==> config.mk <==
export PLATFORM = sky130hd
export DESIGN_NAME = int_div_iter
export DESIGN_NICKNAME = d
export VERILOG_FILES = /design/src/rtl/int_div_pkg.sv /design/src/rtl/int_div_iter_ctrl.sv /design/src/rtl/int_div_iter_dpath.sv /design/src/rtl/int_div_lzc.sv /design/src/rtl/int_div_iter.sv
export SDC_FILE = /design/constraint.sdc
export NUM_CORES = 1
export LEC_CHECK = 0
export BUFFER_PORTS_ARGS = -buffer_cell sky130_fd_sc_hd__buf_2
export CAP_MARGIN = 0
export CORE_ASPECT_RATIO = 1.25
export CORE_UTILIZATION = 35
export DETAILED_ROUTE_END_ITERATION = 8
export PLACE_DENSITY = 0.64
export SLEW_MARGIN = 25
export SYNTH_ARGS = -nofsm -noshare
export SYNTH_HDL_FRONTEND = slang
export SYNTH_HIERARCHICAL = 1
export SYNTH_SLANG_ARGS = --single-unit
==> constraint.sdc <==
create_clock -name clk -period 5.5 [get_ports clk]
set_input_delay 0.275 -clock clk [delete_from_list [all_inputs] [get_ports clk]]
set_output_delay 0.275 -clock clk [all_outputs]
set_load 0.05 [all_outputs]
==> src/rtl/int_div_pkg.sv <==
// Shared types and message layout constants for the iterative restoring divider.
// Optional early-exit build is selected with INT_DIV_ITER_EARLY_EXIT_EN.
package int_div_pkg;

    localparam int DEFAULT_NBITS = 32;

    typedef enum logic [1:0] {
        IDLE = 2'd0,
        CALC = 2'd1,
        DONE = 2'd2
    } state_t;

    // Field indices into the two-field stream messages (field 1 is the upper half)
    localparam int IN_DIVISOR_FIELD    = 0;
    localparam int IN_DIVIDEND_FIELD   = 1;
    localparam int OUT_REMAINDER_FIELD = 0;
    localparam int OUT_QUOTIENT_FIELD  = 1;

    function automatic int field_lsb(input int field, input int nbits);
        return field * nbits;
    endfunction

endpackage

==> src/rtl/int_div_iter_ctrl.sv <==
// Divider control FSM (IDLE/CALC/DONE) driving datapath enables and the stream handshake.
// INT_DIV_ITER_EARLY_EXIT_EN adds the zero-dividend shortcut straight to DONE.
module int_div_iter_ctrl
    import int_div_pkg::*;
(
    input  logic clk,
    input  logic reset,
    input  logic istream_val,
    input  logic ostream_rdy,
    input  logic count_done,
    input  logic diff_sign,
`ifdef INT_DIV_ITER_EARLY_EXIT_EN
    input  logic dividend_zero,
    input  logic divisor_zero,
`endif
    output logic istream_rdy,
    output logic ostream_val,
    output logic load,
    output logic shift,
    output logic count_dec,
    output logic sub_sel
);

    state_t state;
    state_t state_next;

    always_ff @(posedge clk) begin
        if (reset) state <= IDLE;
        else       state <= state_next;
    end

    always_comb begin
        state_next  = state;
        istream_rdy = 1'b0;
        ostream_val = 1'b0;
        load        = 1'b0;
        shift       = 1'b0;
        count_dec   = 1'b0;
        sub_sel     = 1'b0;
        case (state)
            IDLE: begin
                istream_rdy = 1'b1;
                if (istream_val) begin
                    load       = 1'b1;
                    state_next = CALC;
`ifdef INT_DIV_ITER_EARLY_EXIT_EN
                    if (dividend_zero && !divisor_zero) state_next = DONE;
`endif
                end
            end
            CALC: begin
                shift     = 1'b1;
                count_dec = 1'b1;
                sub_sel   = !diff_sign;
                if (count_done) state_next = DONE;
            end
            DONE: begin
                ostream_val = 1'b1;
                if (ostream_rdy) state_next = IDLE;
            end
            default: state_next = IDLE;
        endcase
    end

endmodule

==> src/rtl/int_div_iter_dpath.sv <==
// Divider datapath: remainder, quotient/dividend shift register, divisor and iteration counter.
// INT_DIV_ITER_EARLY_EXIT_EN adds leading-zero preload of the dividend.
module int_div_iter_dpath
    import int_div_pkg::*;
#(
    parameter int NBITS = DEFAULT_NBITS,
    parameter int CW    = $clog2(NBITS) + 1
) (
    input  logic             clk,
    input  logic             reset,
    input  logic [NBITS-1:0] dividend,
    input  logic [NBITS-1:0] divisor,
    input  logic             load,
    input  logic             shift,
    input  logic             count_dec,
    input  logic             sub_sel,
    output logic             count_done,
    output logic             diff_sign,
`ifdef INT_DIV_ITER_EARLY_EXIT_EN
    output logic             dividend_zero,
    output logic             divisor_zero,
`endif
    output logic [NBITS-1:0] quotient,
    output logic [NBITS-1:0] remainder
);

    logic [NBITS:0]   r;
    logic [NBITS:0]   r_shift;
    logic [NBITS:0]   diff;
    logic [NBITS-1:0] q;
    logic [NBITS-1:0] d;
    logic [NBITS-1:0] q_init;
    logic [CW-1:0]    cnt;
    logic [CW-1:0]    cnt_init;
    logic             unused_r_msb;

    assign r_shift      = {r[NBITS-1:0], q[NBITS-1]};
    assign diff         = r_shift - {1'b0, d};
    assign diff_sign    = diff[NBITS];
    assign count_done   = (cnt == CW'(1));
    assign quotient     = q;
    assign remainder    = r[NBITS-1:0];
    // The remainder never reaches 2^NBITS after a step, so its top bit is not observed
    assign unused_r_msb = r[NBITS];

`ifdef INT_DIV_ITER_EARLY_EXIT_EN
    logic [CW-1:0] lz;

    int_div_lzc #(.NBITS(NBITS), .CW(CW)) u_lzc (
        .value (dividend),
        .count (lz)
    );

    assign dividend_zero = (dividend == '0);
    assign divisor_zero  = (divisor == '0);

    // Leading zeros cannot change the remainder, so skip them unless dividing by zero
    always_comb begin
        q_init   = dividend;
        cnt_init = CW'(NBITS);
        if (!divisor_zero) begin
            q_init   = dividend << lz;
            cnt_init = CW'(NBITS) - lz;
        end
    end
`else
    assign q_init   = dividend;
    assign cnt_init = CW'(NBITS);
`endif

    always_ff @(posedge clk) begin
        if (reset) begin
            r   <= '0;
            q   <= '0;
            d   <= '0;
            cnt <= '0;
        end else if (load) begin
            r   <= '0;
            q   <= q_init;
            d   <= divisor;
            cnt <= cnt_init;
        end else begin
            if (shift) begin
                r <= sub_sel ? diff : r_shift;
                q <= {q[NBITS-2:0], sub_sel};
            end
            if (count_dec) cnt <= cnt - CW'(1);
        end
    end

endmodule

==> src/rtl/int_div_lzc.sv <==
// Parameterised leading-zero counter; only built for INT_DIV_ITER_EARLY_EXIT_EN.
`ifdef INT_DIV_ITER_EARLY_EXIT_EN
module int_div_lzc #(
    parameter int NBITS = 32,
    parameter int CW    = $clog2(NBITS) + 1
) (
    input  logic [NBITS-1:0] value,
    output logic [CW-1:0]    count
);

    // Ascending scan so the most significant set bit is the last to write
    always_comb begin
        count = CW'(NBITS);
        for (int i = 0; i < NBITS; i++) begin
            if (value[i]) count = CW'(NBITS - 1 - i);
        end
    end

endmodule
`endif

==> src/rtl/int_div_iter.sv <==
// Iterative restoring unsigned divider with val/rdy streams, one quotient bit per cycle.
// Define INT_DIV_ITER_EARLY_EXIT_EN to skip leading-zero iterations of the dividend.
module int_div_iter
    import int_div_pkg::*;
#(
    parameter int NBITS = DEFAULT_NBITS
) (
    input  logic               clk,
    input  logic               reset,
    input  logic               istream_val,
    output logic               istream_rdy,
    input  logic [2*NBITS-1:0] istream_msg,
    output logic               ostream_val,
    input  logic               ostream_rdy,
    output logic [2*NBITS-1:0] ostream_msg
);

    localparam int DIVIDEND_LSB  = field_lsb(IN_DIVIDEND_FIELD, NBITS);
    localparam int DIVISOR_LSB   = field_lsb(IN_DIVISOR_FIELD, NBITS);
    localparam int QUOTIENT_LSB  = field_lsb(OUT_QUOTIENT_FIELD, NBITS);
    localparam int REMAINDER_LSB = field_lsb(OUT_REMAINDER_FIELD, NBITS);

    logic             load;
    logic             shift;
    logic             count_dec;
    logic             sub_sel;
    logic             count_done;
    logic             diff_sign;
    logic [NBITS-1:0] quotient;
    logic [NBITS-1:0] remainder;
`ifdef INT_DIV_ITER_EARLY_EXIT_EN
    logic             dividend_zero;
    logic             divisor_zero;
`endif

    int_div_iter_ctrl u_ctrl (
        .clk           (clk),
        .reset         (reset),
        .istream_val   (istream_val),
        .ostream_rdy   (ostream_rdy),
        .count_done    (count_done),
        .diff_sign     (diff_sign),
`ifdef INT_DIV_ITER_EARLY_EXIT_EN
        .dividend_zero (dividend_zero),
        .divisor_zero  (divisor_zero),
`endif
        .istream_rdy   (istream_rdy),
        .ostream_val   (ostream_val),
        .load          (load),
        .shift         (shift),
        .count_dec     (count_dec),
        .sub_sel       (sub_sel)
    );

    int_div_iter_dpath #(.NBITS(NBITS)) u_dpath (
        .clk           (clk),
        .reset         (reset),
        .dividend      (istream_msg[DIVIDEND_LSB +: NBITS]),
        .divisor       (istream_msg[DIVISOR_LSB +: NBITS]),
        .load          (load),
        .shift         (shift),
        .count_dec     (count_dec),
        .sub_sel       (sub_sel),
        .count_done    (count_done),
        .diff_sign     (diff_sign),
`ifdef INT_DIV_ITER_EARLY_EXIT_EN
        .dividend_zero (dividend_zero),
        .divisor_zero  (divisor_zero),
`endif
        .quotient      (quotient),
        .remainder     (remainder)
    );

    // Response is held at zero whenever no valid result is being offered
    always_comb begin
        ostream_msg = '0;
        if (ostream_val) begin
            ostream_msg[QUOTIENT_LSB +: NBITS]  = quotient;
            ostream_msg[REMAINDER_LSB +: NBITS] = remainder;
        end
    end

endmodule

; ---- Word level (Yosys, flattened, before mapping)
; Cells that the tools add are included.
[word_totals]
ff_bits = 104
inputBits = 68
out_inout_bits = 66
word_cells = 35
[classes]
addsub = 2
eq_ne = 6
muxes = 16
n_reduce_logical = 5
[ops]
columns = cell, count
row1 = two-way mux 32 bit, 3
row2 = two-way mux 64 bit, 1
row3 = subtractor 33 x 32 -> 33 bit, 1
row4 = two-way mux 6 bit, 2
row5 = "== test 6 x 1 -> 1 bit, second input constant", 1
row6 = two-way mux 1 bit, 6
row7 = two-way mux 2 bit, 3
row8 = "inequality test 2 bit, second input constant", 3
row9 = case mux 2 bit (3 select lines), 1
row10 = "subtractor 6 x 1 -> 6 bit, second input constant", 1
row11 = AND reduction 3 bit, 1
row12 = "== test 2 x 1 -> 1 bit, second input constant", 1
row13 = "== test 2 bit, second input constant", 1
row14 = logical NOT 2 bit, 1
row15 = nonzero test 2 bit, 1
row16 = OR reduction 2 bit, 1
row17 = logical NOT 1 bit, 1

; ---- Depth between registers and ports, before layout
[logic_depth]
depth_word = 5
mapped_depth = 19
mapped_depth_nobuf = 17

; ---- Modules after synthesis
; Netlist, hierarchy kept.
[modules_own_cells]
columns = module, instances, cells_per_inst, area_per_inst_um2, seq_area_each_um2
row1 = int_div_iter_dpath, 1, 754, 6104.6, 2042.0
row2 = int_div_iter, 1, 70, 510.5, 0.0
row3 = int_div_iter_ctrl, 1, 13, 110.1, 40.0

; ---- Worst setup path before layout
; OpenSTA, ideal clock, no wires.
[synth_path]
path_kind = register to register
start = reg u_dpath.q[31] (netlist: u_dpath/quotient[31])
end = reg u_dpath.r[11]
setup_time_ns = 0.070
t_arrival_ns = 3.504
required_time_ns = 5.430
slack_ns = 1.926
path_stages_with_launch = 18
n_path_buf = 2
path_cell_list = dfxtp_1 > inv_1 > ha_1 > fa_1 > nor2b_1 > o211ai_1 > a211oi_1 > o211ai_1 > a21boi_0 > nor3_1 > o31ai_1 > a21oi_1 > xor2_1 > nor2b_1 > clkbuf_1 > buf_1 > mux2_2 > a21oi_1
[synth_between]
elab_chain_len = 4
[synth_lines]
columns = element, line
row1 = from (decl), int_div_iter_dpath.sv:30  ; logic [NBITS-1:0] q;
row2 = from (signal assigned), int_div_iter_dpath.sv:79  ; q <= q_init;
row3 = from (signal assigned), int_div_iter_dpath.sv:85  ; q <= {q[NBITS-2:0], sub_sel};
row4 = subtractor 33 x 32 -> 33 bit, int_div_iter_dpath.sv:38  ; assign diff = r_shift - {1'b0, d};
row5 = named net diff_sign, int_div_iter.sv:28  ; logic diff_sign;
row6 = logical NOT 1 bit, int_div_iter_ctrl.sv:54  ; sub_sel = !diff_sign;
row7 = two-way mux 1 bit, int_div_iter_ctrl.sv:40  ; case (state)
row8 = named net sub_sel, int_div_iter.sv:26  ; logic sub_sel;
row9 = two-way mux 32 bit, int_div_iter_dpath.sv:84  ; r <= sub_sel ? diff : r_shift;
row10 = to (signal assigned), int_div_iter_dpath.sv:84
row11 = to (decl), int_div_iter_dpath.sv:27  ; logic [NBITS:0] r;
; The timed path passes the listed nets, and every way through them passes these cells.
; A chain may end at the register's enable or synchronous reset.

; ---- Worst setup path in the final report
[layout_path]
start = reg u_dpath.q[31] (netlist: u_dpath/quotient[31])
end = reg u_dpath.r[24]
; The elaborated chain is that of the path after synthesis.

==> results.cfg <==
[outcome]
status = finished, final reports clean

[synthesis]
syn_area_sq_um = 6730
synth_seq_cells = 104
syn_inst = 837
synth-edff-count = 0
avgSynthCellArea_sq_um = 8.03
synth_ff_type = dfxtp_1
syn_nets = 940
synth_cell_type_count = 59
seq_area_frac_synth_pct = 31.0
async_reset_ff_share_pct = 0
yosys_warnings = 6

[worst_setup_path]
cp.arrival_ns = 4.35
worstPathCellList = inv_1, ha_1, fa_1, nor2b_1, o211ai_1, a211oi_1, o211ai_1, a21boi_0, nor3_1, o31ai_1, a21oi_1, xor2_1, nor2b_4, buf_4, mux2i_1, a21oi_1
end_kind = flip-flop
critPathKind = reg2reg
crit_family = compound AO/OA/AOI/OAI gates
cp_data_required_time_ns = 5.71
cpPeakStageDelay_ns = 0.57
crit_fanout = 28
crit_buf_inv = 2
start_kind = flip-flop
critical-path-slowest-cell = nor2b_4

[power]
internal_power_uw = 1500
power.share.switching_pct = 33.1
power_frac_seq_pct = 37.9
cellLeakagePower_uw = 0.00358
power_density_nw_per_um2 = 284
ir_worst_vdd_v = 0.000143
switching_power_uw = 739
power_frac_clock_pct = 29.8
comb_power_share_pct = 32.4

[timing]
finClkSkew_ns = 0.00793
finalSetupTns_ns = 0
rsz0062_at_grt = no
worst_slack_ns = 1.37
whs_ns = 0.149
clock.fmax_ghz = 0.242
final.period_utilization_pct = 75.2
slew_viol_final = 0
hold_viol = 0
setup_violations = 0
slew_headroom_pct = 42.7
min_period_ns = 4.13
tightest_slew_ns = 0.860

[drt]
wire_per_inst_microns = 14.5
vias = 5940
vias_per_cell = 5.06
ant_nets = 0
initialDrtViolationCount = 258
routed_wl_mm = 17.0
drc = 0
drt-pass1-iter-count = 4

[grt]
grt-busiest-layer = met2
grtUsageTotal_pct = 17.5
met3_usage_pct = 4.35
antenna_found_initial = 0
use_met2_pct = 31.3
grt_start_max_net_pins = 79
grt_remaining_overflow = 0
first_global_vias = 5884
use_met1_pct = 20.3
grt_pass1_wl_mm = 28.3

[cts]
post_cts_resize_count = 0
cts.path.max_buffers = 2
clock-sinks = 104
cts_tree = built
clkTransAtPathRegs_ns = 0.07
cts-root-buf = clkbuf_16
cts_setup_buffers = 0
clkLatencyLatePin_ns = 0.35
cts_made_buffers = 9
cts_hold_buf = 0
htree_levels = 3

[placement]
portBuffers = 133
place_hpwl_mm = 12.3
place_congestion = 0.865
dp_worst_setup_slack_ns = 1.37

[floorplan]
chipHeight_microns = 157
die_w_microns = 126
boundaryPins = 134
initial_utilization_pct = 35.8
core_area_sq_um = 18800
die-area_sq_um = 19800
rows = 56

[finish]
drive_gt1_share_pct = 24.6
diodes = 0
nFillCells = 1949
final_cell_mix = 148 x nor2_1, 133 x buf_2, 104 x dfxtp_1
layout_commonest_cell = nor2_1
nNetsFinal = 1041
multi_input_area_sq_um = 4290
area_growth_pct = 17.0
layout.area.seq_sq_um = 2080

[min_path]
hp-class = in2reg

[run]
maxCapViolCount = 0
sequential cells by signal, indices dropped and copies added, names as in the netlist:
name / cells
u_dpath/cnt: 6
u_ctrl/state: 2
u_dpath/d: 32
u_dpath/quotient: 32
u_dpath/r: 32
cell usage after synthesis, types with 3 or more instances:
master | instances | area, sq um
nor3_1 | 8 | 40.0
nand2_1 | 27 | 101
and2_2 | 64 | 480
a211oi_1 | 10 | 75.1
o31ai_1 | 3 | 22.5
mux2i_1 | 85 | 851
xor2_1 | 12 | 105
o21a_1 | 6 | 45.0
ha_1 | 34 | 425
buf_1 | 12 | 45.0
and2_1 | 4 | 25.0
nor2b_1 | 8 | 50.1
clkbuf_1 | 31 | 116
nand2b_1 | 10 | 62.6
a21o_1 | 12 | 90.1
inv_1 | 48 | 180
o21bai_1 | 4 | 30.0
xnor2_1 | 18 | 158
or2_2 | 3 | 18.8
or3_1 | 3 | 18.8
o21ai_0 | 28 | 140
o22ai_1 | 3 | 18.8
dfxtp_1 | 104 | 2080
a21oi_1 | 82 | 410
a41oi_1 | 3 | 26.3
and3_1 | 5 | 31.3
clkbuf_2 | 6 | 30.0
o211ai_1 | 6 | 45.0
nor2_1 | 148 | 556
nor3b_1 | 3 | 22.5
a31oi_1 | 5 | 31.3
nand3_1 | 9 | 45.0
cell families after synthesis:
kind of cell               share of synthesized area (%)
and+or+nand+nor                                     22.5
AOI/OAI and AO/OA                                   17.5
DFF                                                 31.0
buffers and inverters                               5.64
muxes                                               12.8
adders and majority gates                           6.62
xor gates and xnor gates                            3.91
worst paths after layout:
check	from	to	slack, ns	depth (start not counted)
max	u_dpath/quotient[31]	u_dpath/r[24]	1.37	16
min	istream_msg[40]	u_dpath/quotient[8]	0.15	3
max reg2reg	u_dpath/quotient[31]	u_dpath/r[24]	1.37	16
min reg2reg	u_dpath/d[17]	u_dpath/d[17]	0.49	2
stage by stage:
step / instance area [sq um] / instances / power (uW) / util [%]
3_3_place_gp: 7550 / 1158 / 1580 / 40.2
6_report: 7870 / 1175 / 2230 / 41.9
2_1_floorplan: 6730 / 837 / 1420 / -
3_5_place_dp: 7570 / 1159 / 1580 / 40.3
5_1_grt: 7870 / 1175 / 2370 / 41.9
4_1_cts: 7870 / 1175 / 2250 / 41.9
layer usage:
metal,wire [microns],up-vias
met5,0,-
met4,242,0
met3,1090,16
met2,8200,137
met1,7520,2737
li1,-,3050
area by class of cell:
class / count / area share (%)
multi-input combinational: 635 / 54.5
sequential: 104 / 26.5
timing repair buffer: 140 / 9.28
tap: 232 / 3.69
clock buffer: 14 / 3.35
inverter: 48 / 2.29
clock inverter: 2 / 0.477
worst reg2reg max path, cell delays in order, from the launching register on:
cell and delay [ns]:
dfxtp_1 0.37, inv_1 0.06, ha_1 0.22, fa_1 0.41
nor2b_1 0.18, o211ai_1 0.13, a211oi_1 0.36, o211ai_1 0.17
a21boi_0 0.19, nor3_1 0.10, o31ai_1 0.23, a21oi_1 0.11
xor2_1 0.17, nor2b_4 0.57, buf_4 0.40, mux2i_1 0.25
a21oi_1 0.09
power groups by stage:
stage / logic, uW / registers [uW] / clock network [uW]
final: 724 / 846 / 665
after global routing: 802 / 854 / 711
after CTS: 722 / 847 / 684
after detailed placement: 716 / 864 / 0
after global placement: 713 / 863 / 0
after floorplan: 574 / 850 / 0
Note: power is estimated with default switching activity, not from simulation.
